===== src/rtl/lc3b_fetch_unit_if.sv =====
// rtl/lc3b_fetch_unit_if.sv - instruction memory port bundle for the LC-3b fetch stage
//
// Purpose: carries the hold-until-response instruction read channel.
// Ports:
//   imem_read     read strobe, held until imem_resp
//   imem_address  read address, stable while imem_read is high
//   imem_rdata    instruction word, valid with imem_resp
//   imem_resp     one-cycle read completion
// Modports: master = fetch unit side, slave = memory side.
interface lc3b_fetch_unit_if;
  logic        imem_read;
  logic [15:0] imem_address;
  logic [15:0] imem_rdata;
  logic        imem_resp;

  modport master (
    output imem_read,
    output imem_address,
    input  imem_rdata,
    input  imem_resp
  );

  modport slave (
    input  imem_read,
    input  imem_address,
    output imem_rdata,
    output imem_resp
  );
endinterface


===== src/rtl/lc3b_fetch_unit.sv =====
// rtl/lc3b_fetch_unit.sv - LC-3b instruction fetch stage with redirect squash and IF/ID skid
//
// Purpose: holds the PC, fetches from instruction memory, fills the IF/ID
// register, and squashes wrong-path reads on taken control transfers.
// Ports:
//   clk, reset_n      clock, asynchronous active-low reset
//   imem              instruction memory port (master modport)
//   pcmux_sel         00 PC+2, 01 br_target, 10 trap_vec, 11 jmp_target
//   br_taken          redirect request, valid in the cycle asserted
//   br_target, trap_vec, jmp_target  candidate redirect addresses
//   stall             downstream cannot accept; IF/ID holds
//   ifid_valid, ifid_ir, ifid_pc     IF/ID register (ifid_pc = fetch address + 2)
module lc3b_fetch_unit #(
  parameter logic [15:0] RESET_PC = 16'h0000
) (
  input  logic                     clk,
  input  logic                     reset_n,
  lc3b_fetch_unit_if.master        imem,
  input  logic [1:0]               pcmux_sel,
  input  logic                     br_taken,
  input  logic [15:0]              br_target,
  input  logic [15:0]              trap_vec,
  input  logic [15:0]              jmp_target,
  input  logic                     stall,
  output logic                     ifid_valid,
  output logic [15:0]              ifid_ir,
  output logic [15:0]              ifid_pc
);

  typedef enum logic [1:0] {IDLE, FETCH, DISCARD, HOLD} state_t;

  state_t      state;
  logic [15:0] pc;
  logic [15:0] pc_plus2;
  logic [15:0] pend_pc;
  logic [15:0] skid_ir;
  logic [15:0] skid_pc;
  logic [15:0] redirect_pc;
  logic        redirect;
  logic        read_q;

  // Selecting PC+2 with br_taken is not a transfer, so it never squashes.
  assign redirect = br_taken && (pcmux_sel != 2'b00);
  assign pc_plus2 = pc + 16'd2;

  always_comb begin
    case (pcmux_sel)
      2'b01:   redirect_pc = br_target;
      2'b10:   redirect_pc = trap_vec;
      2'b11:   redirect_pc = jmp_target;
      default: redirect_pc = pc_plus2;
    endcase
    // Instructions are halfword aligned.
    redirect_pc[0] = 1'b0;
  end

  // Memory port comes only from flops: the address is the PC, which does not
  // move while a read is outstanding (DISCARD parks the target in pend_pc).
  assign imem.imem_read    = read_q;
  assign imem.imem_address = pc;

  always_ff @(posedge clk or negedge reset_n) begin
    if (!reset_n) begin
      state      <= IDLE;
      pc         <= RESET_PC;
      read_q     <= 1'b0;
      pend_pc    <= 16'h0000;
      skid_ir    <= 16'h0000;
      skid_pc    <= 16'h0000;
      ifid_valid <= 1'b0;
      ifid_ir    <= 16'h0000;
      ifid_pc    <= 16'h0000;
    end else begin
      // IF/ID baseline: flush beats stall; without stall an undelivered
      // cycle becomes a bubble. Deliveries below override this.
      if (redirect || !stall) begin
        ifid_valid <= 1'b0;
      end

      case (state)
        IDLE: begin
          // Any response arriving here belongs to a request abandoned by reset.
          if (redirect) begin
            pc <= redirect_pc;
          end
          state  <= FETCH;
          read_q <= 1'b1;
        end

        FETCH: begin
          if (imem.imem_resp) begin
            if (redirect) begin
              pc <= redirect_pc;
            end else if (!stall) begin
              ifid_valid <= 1'b1;
              ifid_ir    <= imem.imem_rdata;
              ifid_pc    <= pc_plus2;
              pc         <= pc_plus2;
            end else begin
              skid_ir <= imem.imem_rdata;
              skid_pc <= pc_plus2;
              pc      <= pc_plus2;
              state   <= HOLD;
              read_q  <= 1'b0;
            end
          end else if (redirect) begin
            pend_pc <= redirect_pc;
            state   <= DISCARD;
          end
        end

        DISCARD: begin
          // The newest redirect wins, including one coinciding with resp.
          if (redirect) begin
            pend_pc <= redirect_pc;
          end
          if (imem.imem_resp) begin
            pc    <= redirect ? redirect_pc : pend_pc;
            state <= FETCH;
          end
        end

        HOLD: begin
          if (redirect) begin
            pc     <= redirect_pc;
            state  <= FETCH;
            read_q <= 1'b1;
          end else if (!stall) begin
            ifid_valid <= 1'b1;
            ifid_ir    <= skid_ir;
            ifid_pc    <= skid_pc;
            state      <= FETCH;
            read_q     <= 1'b1;
          end
        end
      endcase
    end
  end

endmodule

===== src/flat_wrapper.sv =====
// flat-port wrapper written by rule: the top's interface ports become plain ports
module lc3b_fetch_unit_flat 
#(
  parameter logic [15:0] RESET_PC = 16'h0000
)
  (clk, reset_n, pcmux_sel, br_taken, br_target, trap_vec, jmp_target, stall, ifid_valid, ifid_ir, ifid_pc, imem_imem_read, imem_imem_address, imem_imem_rdata, imem_imem_resp);
  lc3b_fetch_unit_if imem_i ();
  input  logic clk;
  input  logic reset_n;
  input  logic [1:0] pcmux_sel;
  input  logic br_taken;
  input  logic [15:0] br_target;
  input  logic [15:0] trap_vec;
  input  logic [15:0] jmp_target;
  input  logic stall;
  output logic ifid_valid;
  output logic [15:0] ifid_ir;
  output logic [15:0] ifid_pc;
  output wire logic [$bits(imem_i.imem_read)-1:0] imem_imem_read;
  output wire logic [$bits(imem_i.imem_address)-1:0] imem_imem_address;
  input wire logic [$bits(imem_i.imem_rdata)-1:0] imem_imem_rdata;
  input wire logic [$bits(imem_i.imem_resp)-1:0] imem_imem_resp;
  assign imem_imem_read = imem_i.imem_read;
  assign imem_imem_address = imem_i.imem_address;
  assign imem_i.imem_rdata = imem_imem_rdata;
  assign imem_i.imem_resp = imem_imem_resp;
  lc3b_fetch_unit #(.RESET_PC(RESET_PC)) u_core (.clk(clk), .reset_n(reset_n), .imem(imem_i), .pcmux_sel(pcmux_sel), .br_taken(br_taken), .br_target(br_target), .trap_vec(trap_vec), .jmp_target(jmp_target), .stall(stall), .ifid_valid(ifid_valid), .ifid_ir(ifid_ir), .ifid_pc(ifid_pc));
endmodule

===== config.mk =====
export PLATFORM = sky130hd
export DESIGN_NAME = lc3b_fetch_unit_flat
export DESIGN_NICKNAME = d
export VERILOG_FILES = /design/src/rtl/lc3b_fetch_unit_if.sv /design/src/rtl/lc3b_fetch_unit.sv /design/src/flat_wrapper.sv
export SDC_FILE = /design/constraint.sdc
export NUM_CORES = 1
export LEC_CHECK = 0
export CAP_MARGIN = 15
export CORE_MARGIN = 4
export CORE_UTILIZATION = 24
export DETAILED_ROUTE_END_ITERATION = 7
export HOLD_SLACK_MARGIN = 0.03
export PLACE_DENSITY = 0.44
export SETUP_SLACK_MARGIN = 0.2
export SYNTH_ARGS = -nofsm -noshare
export SYNTH_HDL_FRONTEND = slang
export SYNTH_SLANG_ARGS = --single-unit

===== constraint.sdc =====
create_clock -name clk -period 2.5 [get_ports clk]
set_clock_uncertainty 0.05 [all_clocks]
set_input_delay 0.375 -clock clk [delete_from_list [all_inputs] [get_ports clk]]
set_output_delay 0.375 -clock clk [all_outputs]
set_load 0.03 [all_outputs]

# Yosys cells after proc, flatten, opt, wreduce, memory -nomap -nowiden
# Cells that the tools add are included.
# Widths: inputs -> output; s select.
[classes] addsub=1 n_eq_ne=19 n_mux=40 bitwise=1 n_reduce_logical=15
[ops] cell="$mux 16" n=16
[ops] cell="$pmux 16 s2" n=3
[ops] cell="$pmux 16 s3" n=2
[ops] cell="$add 16x2->16 const B" n=1
[ops] cell="$ne 2x2->1 const B" n=8
[ops] cell="$mux 2" n=7
[ops] cell="$reduce_and 5->1" n=2
[ops] cell="$mux 1" n=9
[ops] cell="$ne 3x2->1 const B" n=3
[ops] cell="$eq 2x2->1 const B" n=4
[ops] cell="$pmux 2 s4" n=1
[ops] cell="$reduce_and 6->1" n=1
[ops] cell="$reduce_bool 2->1" n=3
[ops] cell="$eq 2x1->1 const B" n=2
[ops] cell="$reduce_and 4->1" n=1
[ops] cell="$ne 3x3->1 const B" n=1
[ops] cell="$pmux 1 s3" n=1
[ops] cell="$reduce_and 3->1" n=1
[ops] cell="$reduce_bool 3->1" n=1
[ops] cell="$logic_not 2->1" n=1
[ops] cell="$ne 2x1->1 const B" n=1
[ops] cell="$pmux 1 s2" n=1
[ops] cell="$reduce_and 2->1" n=1
[ops] cell="$reduce_or 2->1" n=1
[ops] cell="other kinds (4)" n=4
[word_totals] register_bits=100 in_bits=71 out_inout_bits=50 wordCells=85

# Depth between registers and ports, before layout
[logic_depth] word_depth=8 ltp_mapped=10

# Least setup slack after synthesis
# OpenSTA, ideal clock, no wires.
[synth_path] kind="register -> register" from="reg u_core.pc[1], in the netlist u_core.imem.imem_address[1]" to="reg u_core.pc[11], in the netlist u_core.imem.imem_address[11]" setup_time_ns=0.141 t_arrival_ns=2.065 required_ns=2.309 path_slack_ns=0.244 path_stages_with_launch=7 n_path_buf=0 period_less_slack_ns=2.256 cell_sequence="dfrtp_1 -> ha_1 -> nand3_1 -> or4_1 -> o311a_1 -> o32ai_1 -> a31oi_1"
[synth_via] elab_chain_len=5 word_cells_on_any_way=8
[synth_rtl] item="start, declared" line="lc3b_fetch_unit.sv:33" source="logic [15:0] pc;"
[synth_rtl] item="start signal, assigned" line="lc3b_fetch_unit.sv:84" source="pc <= redirect_pc;"
[synth_rtl] item="start signal, assigned" line="lc3b_fetch_unit.sv:93" source="pc <= redirect_pc;"
[synth_rtl] item="start signal, assigned" line="lc3b_fetch_unit.sv:98" source="pc <= pc_plus2;"
[synth_rtl] item="$add 16x2->16 *" line="lc3b_fetch_unit.sv:44" source="assign pc_plus2 = pc + 16'd2;"
[synth_rtl] item="$pmux 16 s3" line="lc3b_fetch_unit.sv:47" source="case (pcmux_sel)"
[synth_rtl] item="$mux 16 (on tied branches)" line="lc3b_fetch_unit.sv:83, lc3b_fetch_unit.sv:124, lc3b_fetch_unit.sv:92"
[synth_rtl] item="$mux 16 (on tied branches)" line="lc3b_fetch_unit.sv:117, lc3b_fetch_unit.sv:91"
[synth_rtl] item="$pmux 16 s3 *" line="lc3b_fetch_unit.sv:80" source="case (state)"
# Every way passes the cells marked *; elsewhere a longest branch is shown, timed or not. The select of a mux whose other input is x is not followed.
# A chain may end at the register's enable or synchronous reset.

# Worst setup path in the final report
[layout_path] from="reg u_core.state[0]" to="reg u_core.pc[11], in the netlist u_core.imem.imem_address[11]"
[layout_via] elab_chain_len=4 word_cells_on_any_way=10
[layout_rtl] item="start, declared" line="lc3b_fetch_unit.sv:32" source="state_t state;"
[layout_rtl] item="start signal, assigned" line="lc3b_fetch_unit.sv:64" source="state <= IDLE;"
[layout_rtl] item="start signal, assigned" line="lc3b_fetch_unit.sv:86" source="state <= FETCH;"
[layout_rtl] item="start signal, assigned" line="lc3b_fetch_unit.sv:103" source="state <= HOLD;"
[layout_rtl] item="$eq 2x2->1 or $logic_not 2->1 (tied branches)" line="lc3b_fetch_unit.sv:80"
[layout_rtl] item="$reduce_or 2->1 (no source line)"
[layout_rtl] item="$ne 2x1->1 (no source line)"
[layout_rtl] item="$reduce_and 3->1 (no source line)"
# Parallel ways exist; a longest one is shown, timed or not.

==> summary.log <==
qor: outcome.status completed
qor: yosys.synthSimpleGateAreaFrac 14.04%
qor: yosys.post_synth_fa_ha_maj_area_fraction 1.138%
qor: yosys.syn-num-nets 658
qor: yosys.postSynth.asyncResetShare 100.0%
qor: route.route.antenna.remaining_nets 0
qor: grt.track_usage 13.65%
qor: worst_setup_path.start_kind flip-flop
qor: cells_and_area.final_layout_size_suffix_gt1_share 15.83%
qor: yosys.synth-xor-area-share 1.434%
qor: route.routed-via-count 4,838
qor: yosys.synth_cell_types 55
qor: yosys.synth_area_leader_cell sky130_fd_sc_hd__dfrtp_1
qor: sta.slew-limit-headroom 63.66%
qor: grt.first_pass_grt_wire_length 27.66 mm
qor: sta.maxClockFrequency 460.9 MHz
qor: placed_design.placed_cells 982
qor: worst_setup_path.crit_path_cell_trace inv_1, ha_1, buf_4, nand2b_1, o32ai_1, o311a_1, o32ai_1, a31oi_1
qor: power.max-vdd-ir-drop 0.3727 mV
qor: yosys.synth_top_family_by_area compound AO/OA/AOI/OAI gates
qor: floorplanning.dieWidth 159.4 µm
qor: placed_design.post_dp_cell_area 7236 µm²
qor: floorplanning.std_cell_rows 55
qor: sta.period_minus_slack 2170 ps
qor: floorplanning.floorplan.io_pins 121
qor: floorplanning.die_area 25,390 µm²
qor: yosys.syn-cell-area 5498 µm²
qor: sta.final.setup.worst_slack 330.4 ps
qor: sta.final-max-slew-violation-count 0
qor: yosys.flop_and_latch_count_out_of_synthesis 100
qor: cells_and_area.insertedDiodeCount 0
qor: cts.number_of_sinks_on_the_clock_net 100
qor: cells_and_area.flow.area_growth_from_synthesis 37.46%
qor: yosys.cell_with_the_most_instances_after_synthesis sky130_fd_sc_hd__dfrtp_1
qor: placed_design.hpwl 12.90 mm
qor: floorplanning.design.core.area 22,570 µm²
qor: sta.finalSetupViolations 0
qor: power.power_density 1254 nW/µm²
qor: run.max-cap-violations 0
qor: cts.path_clk_slew 70 ps
qor: route.drtPass1Iterations 4
qor: yosys.synth.area.mux_share 13.79%
qor: route.drc_violation_total_after_the_first_tritonroute_iteration 253
qor: cells_and_area.fin_area 7557 µm²
qor: sta.whs 424.4 ps
qor: cells_and_area.non_filler_cells_in_the_finished_layout 999
qor: placed_design.port_buffers 117
qor: yosys.yosys_most_used_dff sky130_fd_sc_hd__dfrtp_1
qor: sta.ratio_of_final_minimum_period_to_clock_period 86.78%
qor: yosys.synthTopCellsByArea sky130_fd_sc_hd__dfrtp_1 46%, sky130_fd_sc_hd__mux2_2 7.8%, sky130_fd_sc_hd__o21ai_0 6.4%
qor: placed_design.detailedPlace.worstSlack -38.47 ps
qor: placed_design.gp_routability_congestion 0.8313
qor: sta.grt_setup_unrepaired no
qor: worst_setup_path.cpMaxStageDelayCell sky130_fd_sc_hd__ha_1
qor: yosys.yosys_warnings 0
qor: grt.grt_remaining_overflow 0
qor: sta.hold_viol 0
qor: grt.grt_start_max_net_pins 65
qor: worst_setup_path.maximum_net_fanout_on_the_critical_path 7
qor: cells_and_area.nets 785
qor: route.drt-wirelength-per-cell 17.42 µm
qor: cts.clock-root-buffer sky130_fd_sc_hd__clkbuf_16
qor: cts.clock_tree_from_tritoncts yes
qor: power.cellLeakagePower 3.118 nW
qor: worst_setup_path.timing.critical_path.arrival 2380 ps
qor: cts.numCtsBuffers 9
qor: grt.via_count_of_the_first_global_routing_pass 4,824
qor: floorplanning.start_util 24.36%
qor: cts.clock_tree.htree_level_count 3
qor: cts.max-clock-path-buffers 2
qor: worst_setup_path.timing.critical_path.to_type flip-flop
qor: route.vias_per_cell 4.843
qor: cells_and_area.finalCoreUtilization 33.48%
qor: route.routed_wl 17.40 mm
qor: yosys.synth_sequential_area_ratio 45.52%
qor: route.detail_route.drc_violations 0
qor: yosys.synth_cells 582
qor: worst_setup_path.critical_path_required 2710 ps
qor: floorplanning.die_y 159.4 µm
qor: worst_setup_path.timing.critical_path.mode_cell sky130_fd_sc_hd__o32ai_1
qor: cts.insertion_delay 350 ps
qor: yosys.synth_compound_area_share 19.75%
qor: yosys.yosys.area.top_type_share 45.52%
qor: sta.worstMarginPinSlew 545.2 ps
qor: grt.antenna_found_initial 0
qor: worst_setup_path.criticalPathCategory reg -> reg
qor: yosys.synth-edff-count 0
qor: yosys.post_synthesis_average_cell_area 9.446 µm²
qor: worst_hold_path.worstHoldPathType reg -> reg
qor: yosys.most_frequent_cells_after_synthesis 100 x sky130_fd_sc_hd__dfrtp_1, 86 x sky130_fd_sc_hd__nand2_1, 70 x sky130_fd_sc_hd__o21ai_0
qor: worst_setup_path.worst_path_largest_cell_delay 480 ps
-- final timing paths --
kind / from / to / slack [ps] / cells past startpoint
max: u_core.state[0]$_DFFE_PN0P_ / u_core.imem.imem_address[11]$_DFFE_PN0P_ / 330 / 8
min: u_core.pend_pc[1]$_DFFE_PN0P_ / u_core.pend_pc[1]$_DFFE_PN0P_ / 420 / 2
max reg2reg: u_core.state[0]$_DFFE_PN0P_ / u_core.imem.imem_address[11]$_DFFE_PN0P_ / 330 / 8
min reg2reg: u_core.pend_pc[1]$_DFFE_PN0P_ / u_core.pend_pc[1]$_DFFE_PN0P_ / 420 / 2
max in group asynchronous: reset_n / u_core.skid_ir[11]$_DFFE_PN0P_ / 1150 / 3
min in group asynchronous: reset_n / u_core.ifid_ir[2]$_DFFE_PN0P_ / 500 / 2
-- metrics by stage --
| step | total power [W] | setup TNS [ps] |
|---|---|---|
| after floorplan | 0.006011 | 0 |
| after global placement | 0.008015 | 0 |
| after detailed placement | 0.008096 | -89.66 |
| after CTS | 0.009579 | 0 |
| after global routing | 0.01017 | 0 |
| final | 0.009475 | 0 |
-- layout make-up --
cell class	instances	area [µm²]
sequential	100	2502
multi-input combinational	425	2775
clock buffer	15	267.8
clock inverter	1	30.03
timing repair buffer	162	1584
tap	285	356.6
fill	2310	15010
inverter	11	41.29
-- placed cells by master (no fill, tap or decap), drive strengths merged, types with 4 or more instances in the layout --
cell / netlist / final
a21oi: 21 / 21
a221oi: 9 / 9
a311oi: 6 / 6
a31oi: 8 / 8
and2: 4 / 4
buf: 15 / 45
clkbuf: 31 / 15
clkdlybuf4s50: 0 / 116
dfrtp: 100 / 100
ha: 5 / 5
inv: 10 / 10
mux2: 38 / 38
mux2i: 33 / 33
nand2: 86 / 86
nand3: 11 / 11
nand4: 6 / 6
nor2: 35 / 35
nor3: 8 / 8
nor4: 4 / 4
o211ai: 7 / 7
o21a: 12 / 12
o21ai: 71 / 71
o22ai: 8 / 8
o31ai: 4 / 4
o32ai: 6 / 6
or2: 4 / 4
xnor2: 6 / 6
-- registers in the layout, indices dropped and copies added (netlist names) --
register,count
u_core.ifid_ir,16
u_core.ifid_pc,16
u_core.imem.imem_address,16
u_core.pend_pc,16
u_core.skid_ir,16
u_core.skid_pc,16
u_core.state,2
u_core.ifid_valid,1
u_core.imem.imem_read,1
-- per-layer routing --
metal  part of all wire [%]  vias up  track usage, %
li1                       -     2357               -
met1                     48     2266           18.89
met4                    2.4        0           5.168
met5                      0        -               0
met2                     44      192           20.87
met3                    6.1       23           3.081
-- repair_timing --
action | 4_1_cts | 5_1_grt
resized for setup | 0 | 4
hold buffers | 1 | 0
setup buffers | 0 | 0
endpoints found under the setup margin | 0 | 6
endpoints found under the hold margin | 36 | 0
-- power by group --
part	total, W	switching (W)	leakage, nW	internal (W)
clock network	0.00144	0.000607	0.144	0.000834
logic	0.00510	0.00290	1.75	0.00220
registers	0.00294	0.000563	1.22	0.00238
total	0.00947	0.00407	3.12	0.00541
-- cell families (layout without fill, tap and decap cells) --
family          count (synthesis)  after routing
buf+inv                        57            189
fa+ha+maj                       5              5
compound gates                171            171
xor+xnor                        9              9
simple gates                  169            169
mux                            71             71
flops                         100            100
-- critical path: cells and delay by family, from the launching register on --
kind	cells	cell delay, ps
AOI/OAI and AO/OA	4	790
adders and majority gates	1	480
buffers and inverters	2	300
DFF	1	400
and+or+nand+nor	1	60
Power figures use the tool's default switching activity.
==> edit (config.mk and constraints unchanged) <==
Reset style: synchronous (`reset_n`), changed in one clocked block. Comments in the files are not updated.
--- a/src/rtl/lc3b_fetch_unit.sv
+++ b/src/rtl/lc3b_fetch_unit.sv
@@ -61,3 +61,3 @@
 
-  always_ff @(posedge clk or negedge reset_n) begin
+  always_ff @(posedge clk) begin
     if (!reset_n) begin
Check against the original RTL: differs if reset_n is asserted again (counterexample within 4 cycles, from zero or initial values and one cycle with reset_n low); with reset_n held inactive, the same outputs for 4 cycles.
==> edit against the unedited design <==
  * Synthesized area is 3.3% lower
  * Final area down 0.88%
  * Setup slack got worse by 0.029 ns
  * Fmax fell by 1.3%
  * Highest routed layer unchanged
  * Critical endpoint is now u_core.imem.imem_address[13]$_SDFFE_PN0P_
  * Sequential cell count is the same
  * Wire length grew 6.2%
  * Critical path type unchanged
Power is not compared: it rests on default switching activity, and its combinational part moved more than twofold at a synthesized area within 25%.
==> edit: results (changes against the unedited design) <==
| Metric | Value |
|---|---|
| First-pass DRT Iterations | 5 (was 4) |
| Area post-placement | 7150 µm² (was 7240 µm²) |
| Post-Place Worst Slack | -0.200 ns (was -0.0385 ns) |
| Net count after synthesis | 732 (was 658) |
| Largest net degree at the start of global routing | 48 (was 65) |
| Inverter count | 16 (was 11) |
| Ys async rst share | 0% (was 100%) |
| Seq/Total Area, Yosys | 37.6% (was 45.5%) |
| RePlAce Congestion | 0.840 (was 0.831) |
| Buffers, non-clock | 192 (was 162) |
| Total die area | 24600 µm² (was 25400 µm²) |
| Vias per cell | 5.01 (was 4.84) |
| DRT iter0 DRCs | 383 (was 253) |
| Detailed Place HPWL | 13600 µm (was 12900 µm) |
| Synth Flop Type | dfxtp_1 (was dfrtp_1) |
| Multi-input gates | 481 (was 425) |
| Post-synth top cells | dfxtp_1 (100), nand2_1 (95), nor2_1 (57) (was dfrtp_1 (100), nand2_1 (86), o21ai_0 (70)) |
| Peak supply drop | between 0.0003 and 0.0004 V |
| Port bufs | 117 (unchanged) |
| Yosys warns | 0 (unchanged) |
| Fill cell count | 2287 (was 2310) |
| Sequential Area | 2000 µm² (was 2500 µm²) |
| Top cells by area, synth | dfxtp_1 (38%), mux2i_1 (7.2%), nand2_1 (6.7%) (was dfrtp_1 (46%), mux2_2 (7.8%), o21ai_0 (6.4%)) |
| Via count | 5438 (was 4838) |
| Clock buffer depth | 2 (unchanged) |
| Worst-path fanout max | 5 (was 7) |
| Finished Core Util | 34.3% (was 33.5%) |
| Vias in the first global route | 5341 (was 4824) |
| Post-Syn Area per Cell | 8.11 µm² (was 9.45 µm²) |
| Worst endpoint required time | 2.70 ns (was 2.71 ns) |
| Total GRT Usage | 15.0% (was 13.7%) |
| Yosys cell types | 69 (was 55) |
| Number of sequential cells | 100 (unchanged) |
| First-pass GRT wire length | 29200 µm (was 27700 µm) |
| Initial antenna violation count | 0 (unchanged) |
| Worst-Margin Slew | 0.559 ns (was 0.545 ns) |
| Signal buf overhead | 23.7% (was 21.0%) |
| Ratio of cells with drive above 1 in the final layout | 14.5% (was 15.8%) |
| Fin nets | 876 (was 785) |
| Status | finished, final reports clean (unchanged) |
| Routed WL | 18500 µm (was 17400 µm) |
| ClkCell Share | 3.93% (was 3.94%) |
| Placed insts | 1067 (was 982) |
| Multi-input combinational area share | 40.2% (was 36.7%) |
==> edit: layer usage <==
metal	global-route usage (%)	share of wire (%)	vias to the layer above
met5	0	0	-
met4	4.21	1.4	0
met3	2.07	4.6	16
met2	25.2	49	143
met1	20.1	45	2586
li1	-	-	2693
==> edit: repair_timing <==
action,4_1_cts,5_1_grt
pin swaps,0,1
cloned,0,1
endpoints found under the setup margin,1,14
hold buffers,0,0
resized for setup,1,10
hold endpoints to repair,0,0
setup buffers,0,1
==> edit: cells by family after synthesis <==
kind of cell               Yosys count  synth area share, %
and+or+nand+nor                    223                 18.6
AOI/OAI and AO/OA                  206                 27.2
DFF                                100                 37.6
buffers and inverters               75                 6.59
muxes                               42                 8.00
xor gates and xnor gates             5                0.823
adders and majority gates            5                 1.18
==> edit: report_power, final <==
part | switching (µW) | leakage, µW | internal (µW)
Sequential | 194 | 0.000814 | 1790
Combinational | 1300 | 0.00170 | 999
Clock | 699 | 0.000137 | 701
==> edit: worst paths after layout <==
kind	slack, ns	to	start	cells past startpoint
worst max-delay path	0.30	u_core.imem.imem_address[13]$_SDFFE_PN0P_	u_core.imem.imem_address[1]$_SDFFE_PN0P_	7
worst min-delay path	0.40	u_core.skid_ir[10]$_SDFFE_PN0P_	u_core.skid_ir[10]$_SDFFE_PN0P_	2
worst max register to register	0.30	u_core.imem.imem_address[13]$_SDFFE_PN0P_	u_core.imem.imem_address[1]$_SDFFE_PN0P_	7
worst min register to register	0.40	u_core.skid_ir[10]$_SDFFE_PN0P_	u_core.skid_ir[10]$_SDFFE_PN0P_	2
==> edit: worst max-delay path: stages (launching register included) <==
cell      delay (ns)
dfxtp_1         0.34
ha_1            0.22
nand3_2         0.18
buf_4           0.21
nor4_2          0.31
xor2_2          0.19
a2111o_1        0.47
o211a_1         0.12
